[config.mk]
export PLATFORM = sky130hd
export DESIGN_NAME = frame_gen_mc
export DESIGN_NICKNAME = d
export VERILOG_FILES = /design/src/rtl/frame_gen_pkg.sv /design/src/rtl/prbs7_par.sv /design/src/rtl/frame_gen_mc.sv
export SDC_FILE = /design/constraint.sdc
export NUM_CORES = 1
export LEC_CHECK = 0
export ABC_AREA = 1
export BUFFER_PORTS_ARGS = -buffer_cell sky130_fd_sc_hd__buf_2
export CAP_MARGIN = 20
export CORE_UTILIZATION = 47
export CTS_CLUSTER_DIAMETER = 150
export CTS_CLUSTER_SIZE = 24
export DETAILED_ROUTE_END_ITERATION = 8
export GPL_TIMING_DRIVEN = 0
export HOLD_SLACK_MARGIN = 0.03
export PLACE_DENSITY_LB_ADDON = 0.1
export SLEW_MARGIN = 40
export SYNTH_ARGS = -nofsm -noshare
export SYNTH_HDL_FRONTEND = slang
export SYNTH_SLANG_ARGS = --single-unit
[constraint.sdc]
create_clock -name aclk -period 2.6 [get_ports aclk]
set_input_delay 0.52 -clock aclk [delete_from_list [all_inputs] [get_ports aclk]]
set_output_delay 0.52 -clock aclk [all_outputs]
set_load 0.005 [all_outputs]
[src/rtl/frame_gen_pkg.sv]
// Shared constants and types for the parametrised TX frame generator.
// K characters, payload-source and FSM enums, and the legacy fixed byte pattern.
package frame_gen_pkg;

  localparam logic [7:0] K28_5 = 8'hBC;
  localparam logic [7:0] K27_7 = 8'hFB;
  localparam logic [7:0] K29_7 = 8'hFD;

  typedef enum logic [1:0] {
    FIXED   = 2'd0,
    COUNTER = 2'd1,
    PRBS7   = 2'd2,
    STREAM  = 2'd3
  } mode_t;

  typedef enum logic [1:0] {
    GAP     = 2'd0,
    SOF     = 2'd1,
    PAYLOAD = 2'd2,
    EOF     = 2'd3
  } state_t;

  // Byte i of the legacy pattern lives in bits [8*i +: 8].
  localparam int          FIX_LEN     = 6;
  localparam logic [47:0] FIX_PATTERN = 48'h23_A7_40_34_58_54;

  function automatic logic [7:0] fix_byte(input int idx);
    logic [47:0] pat;
    pat = FIX_PATTERN;
    return pat[(idx % FIX_LEN) * 8 +: 8];
  endfunction

endpackage

[src/rtl/prbs7_par.sv]
// Parallel PRBS7 (x^7 + x^6 + 1) generator, W bits per enabled cycle, LSB first.
// The word reflects the current LFSR state; the state advances W steps when en is high.
module prbs7_par #(
  parameter int W = 16
) (
  input  logic         aclk,
  input  logic         aresetn,
  input  logic         en,
  output logic [W-1:0] word
);

  logic [6:0] lfsr_q, lfsr_d;

  always_comb begin
    lfsr_d = lfsr_q;
    word   = '0;
    for (int i = 0; i < W; i++) begin
      word[i] = lfsr_d[6] ^ lfsr_d[5];
      lfsr_d  = {lfsr_d[5:0], word[i]};
    end
  end

  always_ff @(posedge aclk) begin
    if (!aresetn) begin
      lfsr_q <= 7'h7F;
    end else if (en) begin
      lfsr_q <= lfsr_d;
    end
  end

endmodule

[src/rtl/frame_gen_mc.sv]
// Framed 8b/10b-ready word generator for the GTP TX path: comma gap, SOF+seq,
// payload from a selectable source, EOF+XOR checksum. Outputs are registered.
module frame_gen_mc
  import frame_gen_pkg::*;
#(
  parameter int BYTES         = 2,
  parameter int PAYLOAD_WORDS = 6,
  parameter int GAP_WORDS     = 4
) (
  input  logic               aclk,
  input  logic               aresetn,
  input  logic               link_ready,
  input  logic [1:0]         mode,
  input  logic [8*BYTES-1:0] s_data,
  input  logic               s_valid,
  output logic               s_ready,
  output logic [8*BYTES-1:0] tx_data,
  output logic [BYTES-1:0]   tx_charisk,
  output logic [7:0]         seq,
  output logic               underrun
);

  localparam int         W        = 8 * BYTES;
  localparam logic [7:0] GAP_LAST = 8'(GAP_WORDS - 1);
  localparam logic [7:0] PAY_LAST = 8'(PAYLOAD_WORDS - 1);

  state_t           state_q, state_d;
  mode_t            mode_q, mode_d;
  logic [7:0]       gap_cnt_q, gap_cnt_d;
  logic [7:0]       word_cnt_q, word_cnt_d;
  logic [7:0]       seq_q, seq_d;
  logic [7:0]       csum_q, csum_d;
  logic [2:0]       fix_idx_q, fix_idx_d;
  logic [W-1:0]     tx_data_q, tx_data_d;
  logic [BYTES-1:0] tx_charisk_q, tx_charisk_d;
  logic             underrun_q, underrun_d;

  logic [W-1:0] fix_word, cnt_word, prbs_word, pay_word;
  logic [7:0]   pay_xor;
  logic         prbs_en;

  prbs7_par #(.W(W)) u_prbs (
    .aclk    (aclk),
    .aresetn (aresetn),
    .en      (prbs_en),
    .word    (prbs_word)
  );

  // Per-lane payload bytes for the two arithmetic sources.
  for (genvar gi = 0; gi < BYTES; gi++) begin : g_lane
    assign fix_word[gi*8 +: 8] = fix_byte(int'(fix_idx_q) + gi);
    assign cnt_word[gi*8 +: 8] = 8'(int'(word_cnt_q) * BYTES + gi);
  end

  always_comb begin
    pay_word = '0;
    case (mode_q)
      FIXED:   pay_word = fix_word;
      COUNTER: pay_word = cnt_word;
      PRBS7:   pay_word = prbs_word;
      STREAM:  pay_word = s_valid ? s_data : '0;
    endcase
    pay_xor = 8'h00;
    for (int b = 0; b < BYTES; b++) begin
      pay_xor = pay_xor ^ pay_word[b*8 +: 8];
    end
  end

  assign s_ready = aresetn && link_ready && (state_q == PAYLOAD) && (mode_q == STREAM);

  always_comb begin
    state_d      = state_q;
    mode_d       = mode_q;
    gap_cnt_d    = gap_cnt_q;
    word_cnt_d   = word_cnt_q;
    seq_d        = seq_q;
    csum_d       = csum_q;
    fix_idx_d    = fix_idx_q;
    tx_data_d    = '0;
    tx_charisk_d = '0;
    underrun_d   = 1'b0;
    prbs_en      = 1'b0;

    // Link loss aborts the frame silently; seq, PRBS and pattern position survive.
    if (!link_ready) begin
      state_d    = GAP;
      gap_cnt_d  = 8'd0;
      word_cnt_d = 8'd0;
    end else begin
      case (state_q)
        GAP: begin
          tx_data_d    = {BYTES{K28_5}};
          tx_charisk_d = '1;
          if (gap_cnt_q == GAP_LAST) begin
            gap_cnt_d = 8'd0;
            mode_d    = mode_t'(mode);
            state_d   = SOF;
          end else begin
            gap_cnt_d = gap_cnt_q + 8'd1;
          end
        end
        SOF: begin
          tx_data_d[7:0]  = K27_7;
          tx_data_d[15:8] = seq_q;
          tx_charisk_d[0] = 1'b1;
          csum_d          = 8'h00;
          seq_d           = seq_q + 8'd1;
          word_cnt_d      = 8'd0;
          state_d         = PAYLOAD;
        end
        PAYLOAD: begin
          tx_data_d  = pay_word;
          csum_d     = csum_q ^ pay_xor;
          underrun_d = (mode_q == STREAM) && !s_valid;
          prbs_en    = (mode_q == PRBS7);
          if (mode_q == FIXED) begin
            fix_idx_d = 3'((int'(fix_idx_q) + BYTES) % FIX_LEN);
          end
          if (word_cnt_q == PAY_LAST) begin
            word_cnt_d = 8'd0;
            state_d    = EOF;
          end else begin
            word_cnt_d = word_cnt_q + 8'd1;
          end
        end
        EOF: begin
          tx_data_d[7:0]  = K29_7;
          tx_data_d[15:8] = csum_q;
          tx_charisk_d[0] = 1'b1;
          state_d         = GAP;
        end
      endcase
    end
  end

  always_ff @(posedge aclk) begin
    if (!aresetn) begin
      state_q      <= GAP;
      mode_q       <= FIXED;
      gap_cnt_q    <= 8'd0;
      word_cnt_q   <= 8'd0;
      seq_q        <= 8'd0;
      csum_q       <= 8'd0;
      fix_idx_q    <= 3'd0;
      tx_data_q    <= '0;
      tx_charisk_q <= '0;
      underrun_q   <= 1'b0;
    end else begin
      state_q      <= state_d;
      mode_q       <= mode_d;
      gap_cnt_q    <= gap_cnt_d;
      word_cnt_q   <= word_cnt_d;
      seq_q        <= seq_d;
      csum_q       <= csum_d;
      fix_idx_q    <= fix_idx_d;
      tx_data_q    <= tx_data_d;
      tx_charisk_q <= tx_charisk_d;
      underrun_q   <= underrun_d;
    end
  end

  assign tx_data    = tx_data_q;
  assign tx_charisk = tx_charisk_q;
  assign seq        = seq_q;
  assign underrun   = underrun_q;

endmodule

==> qor.yml <==
die_w_um: 90.4
ys_seq_area_share_pct: 34.9
postCtsSetupRepairBufs: 0
fp.dieArea_um2: 8170
cts_resized: 0
max-cap-violations: 0
peakVddDrop_v: 0.000227
min_to: "mode_q[0]"
slew_headroom_pct: 54.6
gp_congestion: 0.937
ys_seq_elements: 64
crit_path_top_delay_cell: "fa_1"
p_sw_mw: 0.526
power_report.internal_total_mw: 1.69
synth.distinct_cells: 48
powerDensity_nw_per_um2: 516
drv_slew: 0
dp.cells: 667
postSynthAreaPerCell_um2: 7.07
fin_util_pct: 57.9
max_freq_ghz: 0.446
placed_cell_area_um2: 4040
cp.required_ns: 2.85
syn_area_um2: 3670
rr_worst_depth: 11
synth-edff-count: 0
hp-class: "in -> reg"
routed_wl_um: 9700
cts.sinks: 64
drive_above_1_share_pct: 18.3
fin_cells: 683
cp_max_fo: 8
status: "complete, no violations"
skew_ns: 0.0154
hp-start: "mode[0]"
clock_path_buffers: 2
vias_per_cell: 5.26
crit_start: "fix_idx_q[1]"
first_pass_iters: 6
layout.nets: 615
holdPathStages: 3
r2r_setup_slack_ns: 0.36
die_y_um: 90.4
clkTransAtPathRegs_ns: 0.08
crit_chain: "inv_1, fa_1, nand2_1, o211ai_1, nand2_1, nand2_1, nor2_1, nor2_1, nand2_1, o21ai_1, nor2_1"
antenna_cells: 0
clkPwrFrac_pct: 49.6
route.detailed.drc: 0
switching_share_pct: 23.8
grt_max_degree: 14
dp_hpwl_um: 7470
p_leak_nw: 1.86
max_stage_delay_ns: 0.58
cts_tree: "built"
start_kind: "register"
fin_area_um2: 4290
clockRootBuffer: "clkbuf_8"
worstPathArrival_ns: 2.49
sequentialPowerShare_pct: 45.3
syn_nets: 555
tightest_slew_ns: 0.681
ant_nets: 0
syn_inst: 519
row_count: 31
report.power.total_mw: 2.21
ys.flop_type: "dfxtp_1"
setup_viol: 0
period_share_pct: 86.2
setup_tns_ns: 0
area_growth_pct: 16.9
worst_setup_path_end_kind: "register"
io_pins: 50
track_usage_pct: 25.4
wire_per_inst_um: 14.2
rr_startpoint: "fix_idx_q[1]"
start_util_pct: 49.6
r2r-end: "csum_q[0]"
async_reset_ff_share_pct: 0
grt_pass1_vias: 3454
rsz0062_at_grt: "false"
vias: 3594
yosysWarnings: 0
min_period_ns: 2.24
antenna_found_initial: 0
h-tree-depth: 3
finalHoldViolCount: 0
path_common_cell: "nand2_1"
drtIter0Drc: 234
combPwrFrac_pct: 5.2
io_buffers: 49
overflow: 0
ctsHoldBuffers: 0
cts_buffers: 9
core_region_area_um2: 7410
worstSetupPathType: "reg -> reg"
clock_latency_ns: 0.36
grt_pass1_wl_um: 16200
[critical path: cells and delay by family, from the launching register on]
kind                     cells  cell delay [ns]
AND/OR/NAND/NOR              7             0.73
adder cells (fa/ha/maj)      1             0.58
flip-flops                   1             0.45
AO/OA/AOI/OAI                2             0.22
buffers and inverters        1             0.16
[registers in the layout, indices dropped and copies added (netlist names)]
signal / count
csum_q: 8
fix_idx_q: 2
gap_cnt_q: 8
mode_q: 2
seq: 8
state_q: 2
tx_charisk: 2
tx_data: 16
u_prbs.lfsr_q: 7
underrun: 1
word_cnt_q: 8
[cells in the mapped netlist (2+ instances only)]
library cell  instances  area share, %
a211oi_1              2           0.41
a21oi_1              37            5.0
a21oi_2               2           0.48
a221oi_1              2           0.48
a31oi_1              11            1.9
buf_2                 3           0.41
buf_4                 4           0.82
buf_6                 3           0.92
clkbuf_1              6           0.61
dfxtp_1              64             35
ha_1                 13            4.4
inv_1                57            5.8
inv_2                 6           0.61
nand2_1             125             13
nand2_2               7            1.2
nand3_1              41            5.6
nand3_2               3           0.82
nand4_1               7            1.2
nor2_1               46            4.7
nor2_4                2           0.61
nor3_1                8            1.1
nor3b_1               6            1.2
nor4_1                2           0.34
o211ai_1              6            1.2
o21ai_0              17            2.3
o21ai_1               2           0.27
o32ai_1               3           0.72
or2_1                 2           0.34
xnor2_1               3           0.72
xor2_1               11            2.6
[through the flow]
step | hold WS, ns | worst slack [ns]
detailed placement | 0.487 | 0.441
CTS | 0.441 | 0.377
global placement | 0.477 | 0.473
floorplan | 0.455 | 0.672
global route | 0.455 | 0.181
finish | 0.457 | 0.359
[cell usage in the layout (no fill, tap or decap), types with 2 or more instances in the layout]
master / Yosys / layout
o21ai_1: 2 / 2
o32ai_1: 3 / 3
nand3_1: 41 / 41
nand2_2: 7 / 7
inv_2: 6 / 6
nand4_1: 7 / 7
xnor2_1: 3 / 3
nand2_1: 125 / 125
buf_2: 3 / 52
a211oi_1: 2 / 2
a21oi_2: 2 / 2
clkbuf_8: 0 / 9
inv_1: 57 / 57
or2_1: 2 / 2
nor3_1: 8 / 8
clkinv_4: 0 / 2
buf_6: 3 / 3
buf_4: 4 / 4
o211ai_1: 6 / 6
ha_1: 13 / 13
a221oi_1: 2 / 2
nor2_1: 46 / 46
o21ai_0: 17 / 17
nor4_1: 2 / 2
a31oi_1: 11 / 11
xor2_1: 11 / 11
a21oi_1: 37 / 37
dfxtp_1: 64 / 64
clkbuf_1: 6 / 6
bufinv_16: 0 / 3
nand3_2: 3 / 3
nor3b_1: 6 / 6
nor2_4: 2 / 2
[logic make-up (layout without fill, tap and decap cells)]
group                      count (synthesis)  count (layout)  synth area share [%]
and+or+nand+nor                          258             258                  32.7
AOI/OAI and AO/OA                         85              85                  13.6
buffers and inverters                     81             146                  9.48
DFF                                       64              64                  34.9
xor gates and xnor gates                  16              16                  4.23
adders and majority gates                 14              14                  4.98
other                                      1               1                 0.102
[worst max path at each step]
| stage | to | depth (start not counted) |
|---|---|---|
| 4_1_cts | s_ready | 5 |
| 3_5_place_dp | csum_q[0] | 11 |
| 3_3_place_gp | s_ready | 5 |
| 5_1_grt | csum_q[0] | 11 |
| 6_report | csum_q[0] | 11 |
| 2_1_floorplan | csum_q[0] | 11 |
[cell type report]
| type | count | area (um2) |
|---|---|---|
| Buffer | 16 | 101 |
| Timing Repair Buffer | 49 | 245 |
| Clock inverter | 7 | 128 |
| Multi-Input combinational cell | 374 | 2040 |
| Sequential cell | 64 | 1280 |
| Tap cell | 99 | 124 |
| Clock buffer | 9 | 124 |
| Fill cell | 704 | 3120 |
| Inverter | 65 | 246 |
[power by group through the flow]
| stage | Sequential [mW] | Combinational, mW | Clock (mW) |
|---|---|---|---|
| 2_1_floorplan | 1.03 | 0.0590 | 0 |
| 3_3_place_gp | 1.02 | 0.112 | 0 |
| 3_5_place_dp | 1.02 | 0.114 | 0 |
| 4_1_cts | 1.00 | 0.114 | 1.12 |
| 5_1_grt | 1.00 | 0.128 | 1.17 |
| 6_report | 1.00 | 0.114 | 1.10 |
[metal layers]
layer	global-route usage (%)	vias to the layer above	wire length [um]
li1	-	1822	-
met1	32.4	1650	4510
met2	41.0	103	4450
met3	5.22	19	499
met4	12.1	0	244
met5	0	-	0
Power figures use the tool's default switching activity.
